==> config.mk <==
export PLATFORM = sky130hd
export DESIGN_NAME = shift_load_sequencer
export DESIGN_NICKNAME = d
export VERILOG_FILES = /design/src/rtl/shift_seq_pkg.sv /design/src/rtl/shift_seq_queue.sv /design/src/rtl/shift_load_sequencer.sv
export SDC_FILE = /design/constraint.sdc
export NUM_CORES = 1
export LEC_CHECK = 0
export ABC_AREA = 1
export CORE_AREA = 2 2 56 58
export DETAILED_ROUTE_END_ITERATION = 10
export DIE_AREA = 0 0 58 60
export PLACE_DENSITY = 0.67
export SLEW_MARGIN = 10
export SYNTH_ARGS = -nofsm -noshare
export SYNTH_HDL_FRONTEND = slang
export SYNTH_SLANG_ARGS = --single-unit
==> constraint.sdc <==
create_clock -name clk -period 1.4 [get_ports clk]
set_input_delay 0.28 -clock clk [delete_from_list [all_inputs] [get_ports clk]]
set_output_delay 0.28 -clock clk [all_outputs]
set_load 0.03 [all_outputs]
==> src/rtl/shift_seq_pkg.sv <==
// rtl/shift_seq_pkg.sv - shared state encoding, default width and count clamp for the shift sequencer
package shift_seq_pkg;

    typedef enum logic [1:0] {
        IDLE  = 2'd0,
        LOAD  = 2'd1,
        SHIFT = 2'd2,
        DONE  = 2'd3
    } state_t;

    localparam int DEF_WIDTH = 4;

    function automatic int clamp_count(input int count, input int width);
        return (count > width) ? width : count;
    endfunction

endpackage

==> src/rtl/shift_seq_queue.sv <==
// rtl/shift_seq_queue.sv - one-entry valid/ready holding buffer
module shift_seq_queue #(
    parameter int DW = 8
) (
    input  logic          clk,
    input  logic          rst_n,
    input  logic          s_tvalid,
    output logic          s_tready,
    input  logic [DW-1:0] s_tdata,
    output logic          m_tvalid,
    input  logic          m_tready,
    output logic [DW-1:0] m_tdata
);

    logic full_q;
    logic ready_q;
    logic push;
    logic pop;
    logic full_d;

    assign push     = s_tvalid && ready_q;
    assign pop      = m_tready && full_q;
    assign full_d   = push || (full_q && !pop);
    assign s_tready = ready_q;
    assign m_tvalid = full_q;

    // ready is registered so it stays low through reset and rises one edge later
    always_ff @(posedge clk or negedge rst_n) begin
        if (!rst_n) begin
            full_q  <= 1'b0;
            ready_q <= 1'b0;
            m_tdata <= '0;
        end else begin
            full_q  <= full_d;
            ready_q <= !full_d;
            if (push) begin
                m_tdata <= s_tdata;
            end
        end
    end

endmodule

==> src/rtl/shift_load_sequencer.sv <==
// rtl/shift_load_sequencer.sv - load/shift sequencer for left_shift_register; SHIFT_SEQ_QUEUE_EN adds a one-entry input buffer
module shift_load_sequencer
    import shift_seq_pkg::*;
#(
    parameter int WIDTH = DEF_WIDTH,
    parameter int CNT_W = $clog2(WIDTH) + 1
) (
    input  logic             clk,
    input  logic             rst_n,
    input  logic             in_valid,
    output logic             in_ready,
    input  logic [WIDTH-1:0] in_data,
    input  logic [CNT_W-1:0] in_count,
    output logic             load,
    output logic [WIDTH-1:0] d,
    output logic             shift_en,
    output logic             busy,
    output logic             done,
    output logic [WIDTH-1:0] exp_q
);

    state_t           state_q, state_d;
    logic [WIDTH-1:0] word_q, word_d;
    logic [CNT_W-1:0] cnt_q, cnt_d;
    logic [WIDTH-1:0] expv_q, expv_d;

    logic             take_new;
    logic [WIDTH-1:0] new_data;
    logic [CNT_W-1:0] new_count;
    logic [CNT_W-1:0] new_count_clamped;

`ifdef SHIFT_SEQ_QUEUE_EN
    logic             q_valid;
    logic             q_ready;
    logic             q_pop;
    logic             direct;
    logic [CNT_W+WIDTH-1:0] q_data;

    // A word offered when the FSM can start it right away bypasses the buffer
    assign direct   = (state_q == IDLE) || ((state_q == DONE) && !q_valid);
    assign q_pop    = (state_q == DONE) && q_valid;
    assign in_ready = q_ready;
    assign take_new = (in_valid && in_ready && direct) || q_pop;
    assign {new_count, new_data} = q_pop ? q_data : {in_count, in_data};

    shift_seq_queue #(
        .DW(CNT_W + WIDTH)
    ) u_queue (
        .clk      (clk),
        .rst_n    (rst_n),
        .s_tvalid (in_valid && !direct),
        .s_tready (q_ready),
        .s_tdata  ({in_count, in_data}),
        .m_tvalid (q_valid),
        .m_tready (q_pop),
        .m_tdata  (q_data)
    );
`else
    logic ready_q;

    assign in_ready  = ready_q;
    assign take_new  = in_valid && in_ready;
    assign new_data  = in_data;
    assign new_count = in_count;

    always_ff @(posedge clk or negedge rst_n) begin
        if (!rst_n) begin
            ready_q <= 1'b0;
        end else begin
            ready_q <= (state_d == IDLE);
        end
    end
`endif

    assign new_count_clamped = CNT_W'(clamp_count(int'(new_count), WIDTH));

    always_ff @(posedge clk or negedge rst_n) begin
        if (!rst_n) begin
            state_q <= IDLE;
            word_q  <= '0;
            cnt_q   <= '0;
            expv_q  <= '0;
        end else begin
            state_q <= state_d;
            word_q  <= word_d;
            cnt_q   <= cnt_d;
            expv_q  <= expv_d;
        end
    end

    always_comb begin
        state_d = state_q;
        word_d  = word_q;
        cnt_d   = cnt_q;
        expv_d  = expv_q;
        case (state_q)
            IDLE:    if (take_new) state_d = LOAD;
            LOAD:    state_d = (cnt_q != '0) ? SHIFT : DONE;
            SHIFT: begin
                cnt_d = cnt_q - 1'b1;
                if (cnt_q == CNT_W'(1)) state_d = DONE;
            end
            DONE:    state_d = take_new ? LOAD : IDLE;
            default: state_d = IDLE;
        endcase
        if (take_new) begin
            word_d = new_data;
            cnt_d  = new_count_clamped;
            expv_d = new_data << new_count_clamped;
        end
    end

    // Outputs are registered copies of what the next state implies
    logic             load_nxt;
    logic [WIDTH-1:0] d_nxt;
    logic             shift_en_nxt;
    logic             busy_nxt;
    logic             done_nxt;
    logic [WIDTH-1:0] exp_nxt;

    always_comb begin
        load_nxt     = (state_d == LOAD);
        d_nxt        = (state_d == LOAD) ? word_d : d;
        shift_en_nxt = (state_d == SHIFT);
        busy_nxt     = (state_d != IDLE);
        done_nxt     = (state_d == DONE);
        exp_nxt      = (state_d == DONE) ? expv_d : '0;
    end

    always_ff @(posedge clk or negedge rst_n) begin
        if (!rst_n) begin
            load     <= 1'b0;
            d        <= '0;
            shift_en <= 1'b0;
            busy     <= 1'b0;
            done     <= 1'b0;
            exp_q    <= '0;
        end else begin
            load     <= load_nxt;
            d        <= d_nxt;
            shift_en <= shift_en_nxt;
            busy     <= busy_nxt;
            done     <= done_nxt;
            exp_q    <= exp_nxt;
        end
    end

endmodule

; Yosys cells after proc, flatten, opt, wreduce, memory -nomap -nowiden
; Index checks and enable logic that the tools add are counted.
[word_totals]
input_bits = 10
out_inout_bits = 13
regBits = 26
[classes]
n_reduce_logical = 6
eq_ne = 7
shift = 1
add_sub_neg = 1
muxes = 11
magnitude_cmp = 1
[ops]
columns = operator, n
row1 = 4-bit two-way mux, 3
row2 = 3-bit two-way mux, 3
row3 = 2-bit equality test (second input constant), 4
row4 = 2-bit one-hot mux with 4 select lines, 1
row5 = 2-bit by 1-bit equality test with 1-bit output (second input constant), 2
row6 = 2-bit zero test, 2
row7 = 2-bit two-way mux, 2
row8 = 2-bit nonzero test, 2
row9 = 4-bit by 3-bit << shifter with 4-bit output, 1
row10 = 3-bit by 1-bit equality test with 1-bit output (second input constant), 1
row11 = 3-bit > comparator (second input constant), 1
row12 = 3-bit nonzero test, 1
row13 = 3-bit by 1-bit subtractor with 3-bit output (second input constant), 1
row14 = 1-bit two-way mux, 2
row15 = 1-bit logical AND, 1

; Depth between registers and ports, before layout
; Gate-level depths: netlist of the first run.
[logic_depth]
word_depth = 5
mapped_depth = 8
ltp_nobuf = 8

; Least setup slack after synthesis of the first run
; OpenSTA, ideal clock, no wires.
[synth_path]
path_type = flip-flop to flip-flop
from = register state_q[0]
to = register exp_q[1]
n_path_buf = 0
arrival_ns = 1.235
period_less_slack_ns = 1.357
path_stages_with_launch = 8
slack_ns = 0.043
path_cell_list = dfrtp_1 > inv_1 > ha_1 > a22o_1 > nand2_1 > nand3_4 > nand2_2 > a21oi_1
[synth_between]
elab_chain_cells = 4
[synth_lines]
columns = element, line
row1 = from (decl), shift_load_sequencer.sv:22  ; state_t state_q, state_d;
row2 = from (signal assigned), shift_load_sequencer.sv:84  ; state_q <= state_d;
row3 = "2-bit equality test, or another cell as far along", shift_load_sequencer.sv:96  ; case (state_q)
row4 = 2-bit one-hot mux with 4 select lines *, shift_load_sequencer.sv:96
row5 = named net state_d[0], shift_load_sequencer.sv:22
row6 = 2-bit equality test *, shift_load_sequencer.sv:127  ; exp_nxt = (state_d == DONE) ? expv_d : '0;
row7 = 4-bit two-way mux *, shift_load_sequencer.sv:127
row8 = named net exp_nxt[1], shift_load_sequencer.sv:119  ; logic [WIDTH-1:0] exp_nxt;
row9 = to (signal assigned), shift_load_sequencer.sv:144  ; exp_q <= exp_nxt;
row10 = to (decl), shift_load_sequencer.sv:19  ; output logic [WIDTH-1:0] exp_q
; The timed path passes the listed nets; every way through them passes the cells marked *.
; A chain may end at the register's enable or synchronous reset.

; Worst setup path after layout of the first run
; Ends and elaborated chain as after synthesis.

==> impl_metrics.csv, run 1 <==
group,metric,value,unit
outcome,run_status,"finished, violations left",
outcome,violations,"negative setup slack",
drt,first_iter_violations,20,
power_and_ir_drop,switching_share,42.94,%
setup_path,crit_buf_inv,1,
layout,mostFrequentLayoutCells,"nand2_1 (35), dfrtp_1 (25), inv_1 (12)",
clocking,cts_tree,"built",
power_and_ir_drop,pwr-share-comb,55.5,%
setup_path,r2r_end,"exp_q[1]$_DFF_PN0_",
die,rows,20,
setup_path,cp-end-kind,"flip-flop",
layout,areaGrowthSynthToFinish,41.12,%
global_route,grt_overflow,0,
sta,fmax,684.0,MHz
drt,finalWirelength,2623,um
power_and_ir_drop,p_seq_share,30.8,%
power_and_ir_drop,peakVddDrop,0.001288,V
yosys,yosysTopAreaCell,"dfrtp_1",
drt,postRouteAntennaNets,0,
setup_path,critPathRequiredTime,1.63,ns
sta,holdWs,0.2831,ns
clocking,cts_buffer_depth,2,
yosys,syn_nets,144,
setup_path,reg2regPathDepth,7,
yosys,syn-cell-area,1226,um^2
setup_path,cp_max_fo,5,
min_path,hp-class,"in2async",
drt,via_per_inst,4.790,
place,io_buffers,22,
setup_path,cpMaxStageDelayCell,"dfrtp_1",
setup_path,crit_family,"flip-flops",
setup_path,endpoint,"exp_q[1]$_DFF_PN0_",
yosys,syn_inst,127,
yosys,synth_edf_count,0,
global_route,grt_max_degree,27,
global_route,grt_usage,16.27,%
die,initial_core_util,42.24,%
yosys,synth-compound-area-share,7.449,%
sta,min_period,1.462,ns
sta,tightest_slew,0.3217,ns
place,hpwl,1794,um
global_route,grt_use_met1,20.08,%
power_and_ir_drop,clock_power_share,13.7,%
drt,first_pass_iters,4,
yosys,synth_seq_cells,26,
job,max-cap-violations,0,
sta,finalCritPeriodShare,104.4,%
sta,setup_viol,12,
yosys,ys_seq_area_share,53.06,%
setup_path,worstReg2RegStart,"state_q[0]$_DFF_PN0_",
setup_path,critPathKind,"reg2reg",
layout,antennaDiodeCount,0,
drt,drc,0,
yosys,synthArstFlopShare,100.0,%
sta,slew-limit-headroom,78.55,%
die,dieHeight,60,um
setup_path,crit_arrival,1.70,ns
yosys,avgSynthCellArea,9.655,um^2
yosys,synth-warning-count,0,
clocking,htree_num_levels,1,
clocking,path_clk_slew,0.15,ns
sta,fin_skew,0.009909,ns
die,die_w,58,um
clocking,root_buffer,"clkbuf_4",
layout,utilization,59.61,%
clocking,cts_buffers,3,
global_route,antenna_found_initial,0,
setup_path,cp.depth,7,
yosys,synthMuxAreaShare,0,%
die,io-pin-count,23,
power_and_ir_drop,power.switching,1640,uW
global_route,grtUsageMet3,2.814,%
global_route,grt.busiest_layer,"met2",
setup_path,slowest_delay,0.43,ns
global_route,grt_pass1_wl,4188,um
global_route,met2_usage,28.08,%
yosys,synth_top_family_by_area,"simple AND/OR/NAND/NOR gates",
yosys,synth-simple-area-share,26.43,%
layout,fillCellCount,251,
yosys,synth_xor_area_share,0.7143,%
drt,dr_total_vias,958,
global_route,grt_pass1_vias,948,
yosys,synthAdderAreaFrac,7.143,%
setup_path,startpoint_type,"flip-flop",
power_and_ir_drop,p_int,2179,uW
setup_path,crit_start,"state_q[0]$_DFF_PN0_",
setup_path,path_cells,"buf_6 > ha_4 > a22o_1 > nand2_2 > nand3_4 > nand2_4 > a21oi_2",
clocking,clk_latency,0.33,ns
yosys,synth_ff_type,"dfrtp_1",
place,place_congestion,0.7713,
sta,worst_slack,-0.06193,ns
power_and_ir_drop,p_per_area,2207,nW/um^2
layout,drive_gt1_share,32.34,%
sta,rsz0062_at_grt,"true",
drt,wire_per_inst,13.12,um
yosys,synth.distinct_cells,25,
sta,hold_viol,0,
sta,finalMaxSlewViolations,0,
layout,layout_commonest_cell,"nand2_1",
clocking,clock-sinks,26,
setup_path,reg2reg_slack,-0.06,ns
yosys,synth_top_cell_area_share,53.06,%
yosys,ys_top_cells_by_area,"dfrtp_1 (53%), nand2_1 (12%), ha_1 (7.1%), inv_1 (4.3%), nand3_1 (3.7%)",
layout,layout.nets,185,
power_and_ir_drop,power.leakage,0.0008964,uW
die,core,2903,um^2
die,fp.dieArea,3480,um^2
power groups by stage:
stage	clock [uW]	combinational, uW	sequential [uW]
after CTS	525	1880	1160
after floorplan	0	856	1410
final	523	2120	1180
after detailed placement	0	1740	1180
after global routing	559	2320	1200
after global placement	0	1710	1170
through the flow:
step	total power [uW]	setup TNS, ns	setup WS [ns]	area [um^2]	std cells
floorplan	2266	0	0.04329	1226	127
global placement	2880	-1.295	-0.1049	1563	192
detailed placement	2927	-1.881	-0.1346	1563	192
CTS	3561	-0.1876	-0.02339	1674	200
global route	4084	-1.164	-0.1131	1730	200
finish	3819	-0.6260	-0.06193	1730	200
final cells by class:
cell class / count / area (um^2) / area share [%]
Sequential cell: 26 / 651.9 / 37.67
Multi-Input combinational cell: 87 / 615.6 / 35.57
Timing Repair Buffer: 35 / 305.3 / 17.64
Inverter: 15 / 63.81 / 3.688
Tap cell: 33 / 41.29 / 2.386
Clock inverter: 1 / 30.03 / 1.735
Clock buffer: 3 / 22.52 / 1.302
Yosys cell counts (all sizes together), types with 3 or more instances:
cell   number
dfrtp      26
o21ai       7
nor2        6
inv        15
nand3      12
ha          7
a21oi       3
nand2      45
registers in the layout, indices dropped and copies added (netlist names):
register / count
done: 1
shift_en: 1
exp_q: 4
word_q: 4
expv_q: 4
cnt_q: 3
load: 1
in_ready: 1
busy: 1
d: 4
state_q: 2
logic make-up after synthesis:
family          count (synthesis)
compound gates                 14
fa+ha+maj                       7
buf+inv                        15
simple gates                   64
xor+xnor                        1
flops                          26
worst min path at each step:
stage                                    from             endpoint  slack (ns)  cells after the start
after floorplan                         rst_n       busy$_DFF_PN0_       -0.02                      0
after global placement    expv_q[1]$_DFF_PN0_  expv_q[1]$_DFF_PN0_        0.46                      2
after detailed placement     d[1]$_DFFE_PN0N_     d[1]$_DFFE_PN0N_        0.46                      2
after CTS                               rst_n       busy$_DFF_PN0_        0.30                      2
after global routing                    rst_n   in_ready$_DFF_PN0_        0.31                      2
final                                   rst_n   in_ready$_DFF_PN0_        0.28                      2
repair_timing:
item	in CTS	in global routing
endpoints found under the hold margin	0	0
endpoints found under the setup margin	29	24
pin swaps	4	5
gates cloned	1	0
hold buffers	0	0
setup buffers	3	0
gates resized for setup	25	30
layer usage:
metal  routed length, um  up-vias  part of all wire [%]
met2                1357       15                    52
met5                   0        -                     0
met4                  36        0                   1.4
li1                    -      484                     -
met3                  66        4                   2.5
met1                1162      455                    44
Note: power is estimated with default switching activity, not from simulation.
==> run 2, diff against run 1 <==
--- a/config.mk
+++ b/config.mk
@@ -10,6 +10,7 @@
 export DETAILED_ROUTE_END_ITERATION = 10
 export DIE_AREA = 0 0 58 60
 export PLACE_DENSITY = 0.67
+export SKIP_CTS_REPAIR_TIMING = 1
 export SLEW_MARGIN = 10
 export SYNTH_ARGS = -nofsm -noshare
 export SYNTH_HDL_FRONTEND = slang
==> impl_metrics.csv, run 2 (same netlist as run 1, synthesis figures left out) <==
group,metric,value,unit
layout,register_area,650.6,um^2
place,place_congestion,0.7713,
setup_path,cp_max_fo,5,
die,dieHeight,60,um
setup_path,critPathKind,"reg2reg",
global_route,antenna_found_initial,0,
setup_path,critPathRequiredTime,1.63,ns
layout,drive_gt1_share,28.14,%
setup_path,crit_arrival,1.73,ns
sta,finalCritPeriodShare,106.8,%
drt,postRouteAntennaNets,0,
layout,layout_commonest_cell,"nand2_1",
clocking,root_buffer,"clkbuf_4",
layout,layout.nets,185,
place,hpwl,1794,um
place,pre_cts_slack,-0.1346,ns
min_path,hp-class,"in2async",
global_route,grt_pass1_vias,916,
drt,first_iter_violations,8,
die,rows,20,
sta,fmax,668.6,MHz
layout,utilization,60.39,%
outcome,run_status,"finished, violations left",
place,io_buffers,22,
clocking,path_clk_slew,0.15,ns
power_and_ir_drop,power.leakage,0.001065,uW
sta,tightest_slew,0.3302,ns
setup_path,cp-end-kind,"flip-flop",
outcome,violations,"negative setup slack",
layout,multi_input_area,590.6,um^2
clocking,clk_latency,0.33,ns
power_and_ir_drop,p_total,3734,uW
global_route,grt_max_degree,27,
setup_path,reg2regPathDepth,7,
drt,drc,0,
drt,dr_total_vias,969,
die,io-pin-count,23,
layout,fillCellCount,243,
drt,wire_per_inst,12.58,um
clocking,clock-sinks,26,
power_and_ir_drop,p_per_area,2130,nW/um^2
job,max-cap-violations,0,
global_route,grt_pass1_wl,3974,um
layout,mostFrequentLayoutCells,"nand2_1 (34), dfrtp_1 (26), dlymetal6s2s_1 (13)",
sta,setup_viol,12,
clocking,cts_buffer_depth,2,
power_and_ir_drop,peakVddDrop,0.001329,V
sta,slew-limit-headroom,77.95,%
layout,stdcell_count,200,
global_route,grt_overflow,0,
layout,areaGrowthSynthToFinish,42.96,%
sta,worst_slack,-0.09567,ns
setup_path,startpoint_type,"flip-flop",
drt,via_per_inst,4.845,
setup_path,reg2reg_slack,-0.1,ns
place,placedCellCount,192,
sta,hold_viol,0,
die,fp.dieArea,3480,um^2
die,die_w,58,um
die,initial_core_util,42.24,%
layout,antennaDiodeCount,0,
global_route,grt_usage,15.25,%
clocking,htree_num_levels,1,
sta,min_period,1.496,ns
sta,tns,-0.8762,ns
clocking,cts_buffers,3,
sta,fin_skew,0.01077,ns
drt,first_pass_iters,4,
drt,finalWirelength,2515,um
sta,rsz0062_at_grt,"true",
sta,finalMaxSlewViolations,0,
die,core,2903,um^2
clocking,cts_tree,"built",
run 2: cell types whose count changed in the layout (fill, tap and decap cells not counted), moves of 3 or more:
cell	before	now
clkbuf_2	4	0
clkdlybuf4s15_1	6	0
dlygate4sd2_1	3	0
dlymetal6s2s_1	0	13
run 2: critical path: stages, from the launching register on:
cell and delay (ns):
dfrtp_1 0.46, buf_6 0.14, ha_2 0.16, a22o_1 0.20, nand2_2 0.10, nand3_4 0.13, nand2_4 0.16, a21oi_2 0.04
run 2: worst paths after layout:
kind	start	to
max	state_q[0]$_DFF_PN0_	exp_q[1]$_DFF_PN0_
min	rst_n	busy$_DFF_PN0_
max reg2reg	state_q[0]$_DFF_PN0_	exp_q[1]$_DFF_PN0_
min reg2reg	word_q[3]$_DFF_PN0_	word_q[3]$_DFF_PN0_
max in group asynchronous	rst_n	exp_q[0]$_DFF_PN0_
min in group clk	word_q[3]$_DFF_PN0_	word_q[3]$_DFF_PN0_
run 2: where the power goes:
part | switching, uW | internal (uW) | leakage [uW]
combinational | 1200 | 837 | 0.000705
sequential | 132 | 1040 | 0.000333
clock | 229 | 290 | 0.0000279
run 2: metrics by stage:
step / cell area (um^2) / hold slack (ns)
after floorplan: 1226 / -0.01559
after global placement: 1563 / 0.4569
after detailed placement: 1563 / 0.4618
after CTS: 1615 / 0.3000
after global routing: 1753 / 0.3085
final: 1753 / 0.2859
run 2: final cells by class:
| class | count | area share (%) |
|---|---|---|
| Clock buffer | 3 | 1.285 |
| Multi-Input combinational cell | 87 | 33.69 |
| Timing Repair Buffer | 35 | 20.20 |
| Tap cell | 33 | 2.355 |
| Inverter | 15 | 3.640 |
| Sequential cell | 26 | 37.12 |
| Clock inverter | 1 | 1.713 |
run 2: layer usage:
metal  track usage (%)  part of all wire, %
met1             19.39                   45
met2             25.32                   51
met3             2.814                  2.4
met4             6.977                  1.6
met5                 0                    0
